$ cat src/rtl/keypad_entry_assembler_if.sv
// Handshake bundle between the keypad FIFO, the entry assembler and its consumer.
// The master side is the environment (FIFO plus consumer); the slave side is the assembler.
interface keypad_entry_assembler_if #(
    parameter int num_digits = 4
);
    localparam int W = 4 * num_digits;

    logic         empty;
    logic [3:0]   fifo_data;
    logic         read;
    logic [W-1:0] buffer;
    logic [3:0]   digit_count;
    logic         overrun;
    logic [W-1:0] entry_value;
    logic         entry_valid;
    logic         entry_ack;

    modport master (
        output empty,
        output fifo_data,
        output entry_ack,
        input  read,
        input  buffer,
        input  digit_count,
        input  overrun,
        input  entry_value,
        input  entry_valid
    );

    modport slave (
        input  empty,
        input  fifo_data,
        input  entry_ack,
        output read,
        output buffer,
        output digit_count,
        output overrun,
        output entry_value,
        output entry_valid
    );
endinterface

$ cat src/rtl/keypad_entry_assembler.sv
// Pops key codes from the keypad FIFO and assembles hex digits into an entry.
// ENTER commits the buffer to a valid/ack output; CLEAR empties it.
module keypad_entry_assembler #(
    parameter int         num_digits = 4,
    parameter logic [3:0] enter_code = 4'hF,
    parameter logic [3:0] clear_code = 4'hC
) (
    input  logic                     clock,
    input  logic                     reset,
    keypad_entry_assembler_if.slave  bus
);
    localparam int W = 4 * num_digits;
    localparam logic [3:0] MAX_CNT = 4'(num_digits);

    typedef enum logic [1:0] {
        IDLE = 2'd0,
        RD   = 2'd1,
        CAP  = 2'd2
    } state_t;

    state_t       r_state;
    logic         r_read;
    logic [W-1:0] r_buffer;
    logic [3:0]   r_digit_count;
    logic         r_overrun;
    logic [W-1:0] r_entry_value;
    logic         r_entry_valid;

    logic [W-1:0] w_shift;

    // Drop the oldest digit; works for a single-digit buffer too.
    assign w_shift = W'({r_buffer, bus.fifo_data});

    always_ff @(posedge clock) begin
        if (reset) begin
            r_state       <= IDLE;
            r_read        <= 1'b0;
            r_buffer      <= '0;
            r_digit_count <= '0;
            r_overrun     <= 1'b0;
            r_entry_value <= '0;
            r_entry_valid <= 1'b0;
        end else begin
            if (bus.entry_ack && r_entry_valid)
                r_entry_valid <= 1'b0;

            case (r_state)
                IDLE: begin
                    if (!bus.empty && !r_entry_valid) begin
                        r_state <= RD;
                        r_read  <= 1'b1;
                    end
                end
                RD: begin
                    r_state <= CAP;
                    r_read  <= 1'b0;
                end
                CAP: begin
                    r_state <= IDLE;
                    if (bus.fifo_data == clear_code) begin
                        r_buffer      <= '0;
                        r_digit_count <= '0;
                        r_overrun     <= 1'b0;
                    end else if (bus.fifo_data == enter_code) begin
                        if (r_digit_count != 4'd0) begin
                            r_entry_value <= r_buffer;
                            r_entry_valid <= 1'b1;
                            r_buffer      <= '0;
                            r_digit_count <= '0;
                            r_overrun     <= 1'b0;
                        end
                    end else if (r_digit_count < MAX_CNT) begin
                        r_buffer      <= w_shift;
                        r_digit_count <= r_digit_count + 4'd1;
                    end else begin
                        r_overrun <= 1'b1;
                    end
                end
                default: begin
                    r_state <= IDLE;
                    r_read  <= 1'b0;
                end
            endcase
        end
    end

    assign bus.read        = r_read;
    assign bus.buffer      = r_buffer;
    assign bus.digit_count = r_digit_count;
    assign bus.overrun     = r_overrun;
    assign bus.entry_value = r_entry_value;
    assign bus.entry_valid = r_entry_valid;
endmodule

$ cat src/flat_wrapper.sv
// flat-port wrapper written by rule: the top's interface ports become plain ports
module keypad_entry_assembler_flat 
#(
    parameter int         num_digits = 4,
    parameter logic [3:0] enter_code = 4'hF,
    parameter logic [3:0] clear_code = 4'hC
)
  (clock, reset, bus_empty, bus_fifo_data, bus_entry_ack, bus_read, bus_buffer, bus_digit_count, bus_overrun, bus_entry_value, bus_entry_valid);
  keypad_entry_assembler_if #(.num_digits(num_digits)) bus_i ();
  input  logic clock;
  input  logic reset;
  input wire logic [$bits(bus_i.empty)-1:0] bus_empty;
  input wire logic [$bits(bus_i.fifo_data)-1:0] bus_fifo_data;
  input wire logic [$bits(bus_i.entry_ack)-1:0] bus_entry_ack;
  output wire logic [$bits(bus_i.read)-1:0] bus_read;
  output wire logic [$bits(bus_i.buffer)-1:0] bus_buffer;
  output wire logic [$bits(bus_i.digit_count)-1:0] bus_digit_count;
  output wire logic [$bits(bus_i.overrun)-1:0] bus_overrun;
  output wire logic [$bits(bus_i.entry_value)-1:0] bus_entry_value;
  output wire logic [$bits(bus_i.entry_valid)-1:0] bus_entry_valid;
  assign bus_i.empty = bus_empty;
  assign bus_i.fifo_data = bus_fifo_data;
  assign bus_i.entry_ack = bus_entry_ack;
  assign bus_read = bus_i.read;
  assign bus_buffer = bus_i.buffer;
  assign bus_digit_count = bus_i.digit_count;
  assign bus_overrun = bus_i.overrun;
  assign bus_entry_value = bus_i.entry_value;
  assign bus_entry_valid = bus_i.entry_valid;
  keypad_entry_assembler #(.num_digits(num_digits), .enter_code(enter_code), .clear_code(clear_code)) u_core (.clock(clock), .reset(reset), .bus(bus_i));
endmodule
$ cat config.mk
export PLATFORM = sky130hd
export DESIGN_NAME = keypad_entry_assembler_flat
export DESIGN_NICKNAME = d
export VERILOG_FILES = /design/src/rtl/keypad_entry_assembler_if.sv /design/src/rtl/keypad_entry_assembler.sv /design/src/flat_wrapper.sv
export SDC_FILE = /design/constraint.sdc
export NUM_CORES = 1
export LEC_CHECK = 0
export ABC_AREA = 1
export BUFFER_PORTS_ARGS = -buffer_cell sky130_fd_sc_hd__buf_2
export CAP_MARGIN = 20
export CORE_MARGIN = 8
export CORE_UTILIZATION = 51
export DETAILED_ROUTE_END_ITERATION = 6
export GPL_TIMING_DRIVEN = 0
export HOLD_SLACK_MARGIN = 0.05
export PLACE_DENSITY_LB_ADDON = 0.3
export SYNTH_ARGS = -nofsm -noshare
export SYNTH_HDL_FRONTEND = slang
export SYNTH_SLANG_ARGS = --single-unit
$ cat constraint.sdc
create_clock -name clock -period 1.9 [get_ports clock]
set_input_delay 0.285 -clock clock [delete_from_list [all_inputs] [get_ports clock]]
set_output_delay 0.285 -clock clock [all_outputs]
set_load 0.02 [all_outputs]
## After elaboration in Yosys (flattened, before gate mapping)

Cells that the tools add are included.

- Register bits after elaboration: 41
- Input bits: 8
- Output and inout bits: 39
- Word-level logic and storage cells: 50

- Add/subtract/negate cells: 1
- Order comparisons: 1
- Equality and inequality tests: 7
- Mux-type cells: 21
- Bitwise logic cells: 2
- Reduce and logical (&&, ||, !) cells: 11

Operators by type and width:

| kind | count |
|---|---|
| $mux 16 | 4 |
| $mux 4 | 4 |
| $mux 1 | 10 |
| $eq 4x4->1 const B | 2 |
| $reduce_and 3->1 | 2 |
| $add 4x1->4 const B | 1 |
| $lt 4x3->1 const B | 1 |
| $pmux 2 s2 | 1 |
| $reduce_and 4->1 | 1 |
| $reduce_bool 4->1 | 1 |
| $ne 3x1->1 const B | 1 |
| $ne 3x2->1 const B | 1 |
| $reduce_bool 3->1 | 1 |
| $eq 2x1->1 const B | 1 |
| $eq 2x2->1 const B | 1 |
| $logic_and 1x1->1 | 2 |
| $logic_not 1->1 | 2 |
| $logic_not 2->1 | 1 |
| $mux 2 | 1 |
| $ne 2x1->1 const B | 1 |
| $not 1->1 | 2 |
| $pmux 1 s2 | 1 |
| $reduce_and 2->1 | 1 |

## Logic depth before layout (Yosys ltp)

- Depth in word-level cells: 6
- Depth in mapped cells: 10
- Mapped depth without buffers: 10

## Least setup slack after synthesis

No wires, ideal clock.

- Path type: reg2reg
- Start point: register u_core.r_digit_count[0] (netlist: u_core.bus.digit_count[0])
- End point: register u_core.r_entry_value[12] (netlist: u_core.bus.entry_value[12])
- Setup time: 116 ps
- Arrival time: 1462 ps
- Required time: 1784 ps
- Path slack: 323 ps
- Cell stages (with the launch flop): 8
- Buffers on the path: 1
- Period minus slack after synthesis: 1577 ps
- Path through: dfxtp_1 inv_1 ha_1 nand2_1 nand4_4 buf_4 o21ai_0 nor2_1

- Word-level cells in the longest chain between the ends: 2

Ends and longest elaborated chain:

| element | line | RTL |
|---|---|---|
| start: declaration | keypad_entry_assembler.sv:24 | `logic [3:0] r_digit_count;` |
| start signal: assignment | keypad_entry_assembler.sv:74 | `r_digit_count <= r_digit_count + 4'd1;` |
| $reduce_bool 4->1 | keypad_entry_assembler.sv:65 | `if (r_digit_count != 4'd0) begin` |
| $reduce_and 4->1 (no line) | -- |  |
| end signal: assignment | keypad_entry_assembler.sv:66 | `r_entry_value <= r_buffer;` |
| end: declaration | keypad_entry_assembler.sv:26 | `logic [W-1:0] r_entry_value;` |

No other way between the ends.
A chain may end at the register's enable or synchronous reset.

## Worst setup path after layout

- Start point: register u_core.r_digit_count[0] (netlist: u_core.bus.digit_count[0])
- End point: register u_core.r_entry_value[13] (netlist: u_core.bus.entry_value[13])

The elaborated chain is that of the path after synthesis.

==> metrics list <==
* Outcome: completed
- Post-synthesis register bit count: 41
- Post-synthesis cell count: a little over 200
- The tightest hold path in the finished design has a slack of 182.0 ps.
- Clock group share of total power: approximately 37%
* Post-synthesis area per instance: 8.619 µm²
- The tightest min-delay check is of the in -> reg type.
- For this run, the leading register cell type out of synthesis is sky130_fd_sc_hd__dfxtp_1.
- Most frequently used cell type in the post-synthesis netlist: sky130_fd_sc_hd__nor2_1
- End point of the critical path: u_core.bus.entry_value[13]
* Vias in the first global route: 1,423
* Detailed-router iteration count before antenna repair: 4
- The number of clock buffers added by TritonCTS is 5.
* Antenna violations before repair: 0
* Tot Pwr: between 0.0015 and 0.002 W
* Detailed router's first-iteration violation count: 77
* Detailed placement HPWL: roughly 2900 µm
- The worst path needs 1597 ps of the cycle, external delays included.
- In this run the tightest slew margin relative to its limit is 54.19%.
- In the final layout, the share of cells above drive strength 1 is around two fifths.
- Net switching power: 0.0003673 W
- Antenna-violating nets left: 0
- Critical Setup Path Class: reg -> reg
- Clk sinks: slightly above 40
* Largest buffer count on any clock path: 2
- Sequential cells burn 55.0% of the power.
- Number of warning messages in the yosys log: 0
- The netlist uses 27 different library cells.
- First-pass GRT wire length: between 6000 and 7000 µm
- CTS H-tree lvls: 2
- Counting flops with a built-in enable in the synthesized netlist gives 0.
- The routed design has around 3800 µm of wire.
- Cells on worst reg2reg path: 7
* Maximum achievable frequency: around 630 MHz
* GR Util All Layers: 14.78%
- Unrepaired setup endpoints after global routing: false
- After synthesis, flip-flops and latches occupy between 40 and 50% of the total area.
* Worst Max-Slew Pin Slew: about 690 ps
* Number of max-slew violations in the final report: 0
- Final standard cell count with taps included and fillers excluded: 307
* Post-CTS Hold Fix Bufs: 0
- Sw Ratio: 23.09%
* Setup tns final: 0 ps
* Clock tree from TritonCTS: built
- Launching point of the worst reg2reg path: u_core.bus.digit_count[0]
- After clock tree synthesis, the setup repair step added 0 buffers.
- The final layout contains 270 nets.
- Count of final setup violators: 0
* Endpoint class of the critical path: register
* Clock-pin slew of the registers on the worst-case setup and hold paths: 120 ps
* Peak supply drop: between 0.0004 and 0.0005 V
- Of all cell types, the one taking the most synthesized area is sky130_fd_sc_hd__dfxtp_1.
- After filler insertion, the fill cell instance count of the layout stands at between 300 and 400.
- Across the run, the number of max-cap violations was 0.
- Pint: approximately 0.0012 W
- Die X-Extent: ~75 µm
- Cell count after placement: about 300
- Once the clock tree was built, the resizer swapped 0 gates to a different size.
- Relative contribution of combinational cells to total power: under 10%
- Top cells by instance count after synthesis: sky130_fd_sc_hd__nor2_1, sky130_fd_sc_hd__dfxtp_1, sky130_fd_sc_hd__nand2_1
* Post-DR wirelength/cell: roughly 13 µm
- In this run the biggest area consumer among cell types represents between 40 and 50% of the synthesized area.
* Largest net degree at the start of global routing: 13
- Critical path launch point: u_core.bus.digit_count[0]
- The worst register-to-register path ends at u_core.bus.entry_value[13].
* Height of the chip: approximately 75 µm
- Worst-case clock skew: 11.91 ps
- Syn Std Cell Area: 0.001784 mm²
* Tcrit/Tclk final: ~84%
- Final GP Congestion: between 0.7 and 0.8
* Area growth from synthesis to layout: 20.90%
- The die covers approximately 0.0056 mm².
- During placement, the flow inserted port buffers numbering 46.
- Initial Utilization: 53.47%
- The setup check on the worst reg-to-reg path leaves a slack of slightly above 300 ps.
- Top fanout value on the critical path: 10
- Vias per inst: ~5
- Counting every net in the synthesized netlist gives around 220.
- Startpoint Class: register
- Via total after detailed routing: about 1,500
- CP arrival: 1850 ps
- Power per cell area: roughly 740 mW/mm²
- Master cell of the clock root buffer: sky130_fd_sc_hd__clkbuf_4
* Number of antenna diodes: 0
- The floorplan has 21 rows.
* DRC violations left: 0
* Area of the core: ~0.0033 mm²
- For the worst setup path, the data required time is ~2200 ps.
- The hold violation total from the final report came to 0.
* Cell types with the largest area share after synthesis: sky130_fd_sc_hd__dfxtp_1, sky130_fd_sc_hd__nor2_1, sky130_fd_sc_hd__nand3_2, sky130_fd_sc_hd__nand2_1, sky130_fd_sc_hd__a21oi_2
- Counting flops with an async set or reset pin after synthesis yields a share of 0%.
* Remaining Overflow, GRT: 0
- Clock latency on the worst-skew pair, taken at its later pin, is ~350 ps.
- Number of ports placed on the die boundary: 47
- In this run the static leakage power is around 0.94 nW.
through the flow:
step	utilization, %	setup slack [ps]	cell area, µm²
3_5_place_dp	62.09	317.8	2072
5_1_grt	64.64	134.2	2157
2_1_floorplan	-	322.7	1784
3_3_place_gp	62.09	325.3	2072
4_1_cts	64.64	290.2	2157
6_report	64.64	303.4	2157
power by group through the flow:
stage / Combinational [W] / Clock (W) / Sequential, W
after global routing: 0.000136 / 0.000642 / 0.000876
final: 0.000122 / 0.000593 / 0.000875
after detailed placement: 0.000123 / 0 / 0.000894
after CTS: 0.000124 / 0.000602 / 0.000875
after global placement: 0.000121 / 0 / 0.000894
after floorplan: 0.0000829 / 0 / 0.000901
sequential cells by signal, indices dropped and copies added (netlist names):
register                cells
u_core.bus.buffer          16
u_core.bus.entry_value     16
u_core.bus.entry_valid      1
u_core.r_state              2
u_core.bus.read             1
u_core.bus.overrun          1
u_core.bus.digit_count      4
worst min-delay path by stage:
stage | start | endpoint | slack, ps | depth (start not counted)
after floorplan | u_core.r_state[1] | u_core.r_state[1] | 440 | 1
after global placement | u_core.bus.read | u_core.bus.read | 450 | 2
after detailed placement | u_core.bus.digit_count[3] | u_core.bus.digit_count[3] | 450 | 2
after CTS | bus_entry_ack | u_core.bus.entry_valid | 170 | 4
after global routing | bus_entry_ack | u_core.bus.entry_valid | 170 | 4
final | bus_entry_ack | u_core.bus.entry_valid | 180 | 4
routing by layer:
| layer | global-route usage (%) | vias up | part of all wire, % |
|---|---|---|---|
| li1 | - | 778 | - |
| met1 | 18.05 | 686 | 46 |
| met2 | 22.65 | 35 | 44 |
| met3 | 6.258 | 8 | 8.3 |
| met4 | 5.117 | 0 | 1.7 |
| met5 | 0 | - | 0 |
layout make-up:
type	instances	area, µm²	share of cell area (%)
multi-input cells	146	838.3	38.86
flip-flops and latches	41	820.8	38.05
repair buffers	46	230.2	10.67
plain buffers	8	72.57	3.364
well taps	46	57.56	2.668
clock buffers	7	55.05	2.552
inverters	12	52.55	2.436
clock inverters	1	30.03	1.392
worst max-delay path: stages (launching register included):
cell	delay [ps]
sky130_fd_sc_hd__dfxtp_1	400
sky130_fd_sc_hd__inv_1	90
sky130_fd_sc_hd__ha_1	210
sky130_fd_sc_hd__nand2_1	170
sky130_fd_sc_hd__nand4_4	200
sky130_fd_sc_hd__buf_4	230
sky130_fd_sc_hd__o21ai_0	150
sky130_fd_sc_hd__nor2_1	50
cell usage in the layout (no fill, tap or decap):
master,synthesis,final
sky130_fd_sc_hd__a21oi_1,10,10
sky130_fd_sc_hd__a21oi_2,10,10
sky130_fd_sc_hd__buf_1,1,1
sky130_fd_sc_hd__buf_12,1,1
sky130_fd_sc_hd__buf_2,0,46
sky130_fd_sc_hd__buf_4,2,2
sky130_fd_sc_hd__buf_6,1,1
sky130_fd_sc_hd__buf_8,1,1
sky130_fd_sc_hd__bufinv_16,0,1
sky130_fd_sc_hd__clkbuf_1,2,3
sky130_fd_sc_hd__clkbuf_4,0,5
sky130_fd_sc_hd__clkbuf_8,0,1
sky130_fd_sc_hd__clkinv_4,1,1
sky130_fd_sc_hd__dfxtp_1,41,41
sky130_fd_sc_hd__ha_1,2,2
sky130_fd_sc_hd__inv_1,5,5
sky130_fd_sc_hd__inv_2,5,5
sky130_fd_sc_hd__inv_4,1,1
sky130_fd_sc_hd__nand2_1,30,30
sky130_fd_sc_hd__nand2_2,4,4
sky130_fd_sc_hd__nand2_4,3,3
sky130_fd_sc_hd__nand3_1,6,6
sky130_fd_sc_hd__nand3_2,13,13
sky130_fd_sc_hd__nand4_4,1,1
sky130_fd_sc_hd__nor2_1,45,45
sky130_fd_sc_hd__nor2_2,1,1
sky130_fd_sc_hd__nor2_4,2,2
sky130_fd_sc_hd__nor2_8,2,2
sky130_fd_sc_hd__nor3_1,1,1
sky130_fd_sc_hd__o21ai_0,9,9
sky130_fd_sc_hd__o21ai_1,7,7
logic make-up (layout without fill, tap and decap cells):
family          Yosys count  in the layout  share of synthesized area (%)
simple gates            108            108                          33.38
flops                    41             41                          46.00
compound gates           36             36                          12.20
buf+inv                  20             74                          7.013
fa+ha+maj                 2              2                          1.402
(Power assumes the default switching activity.)
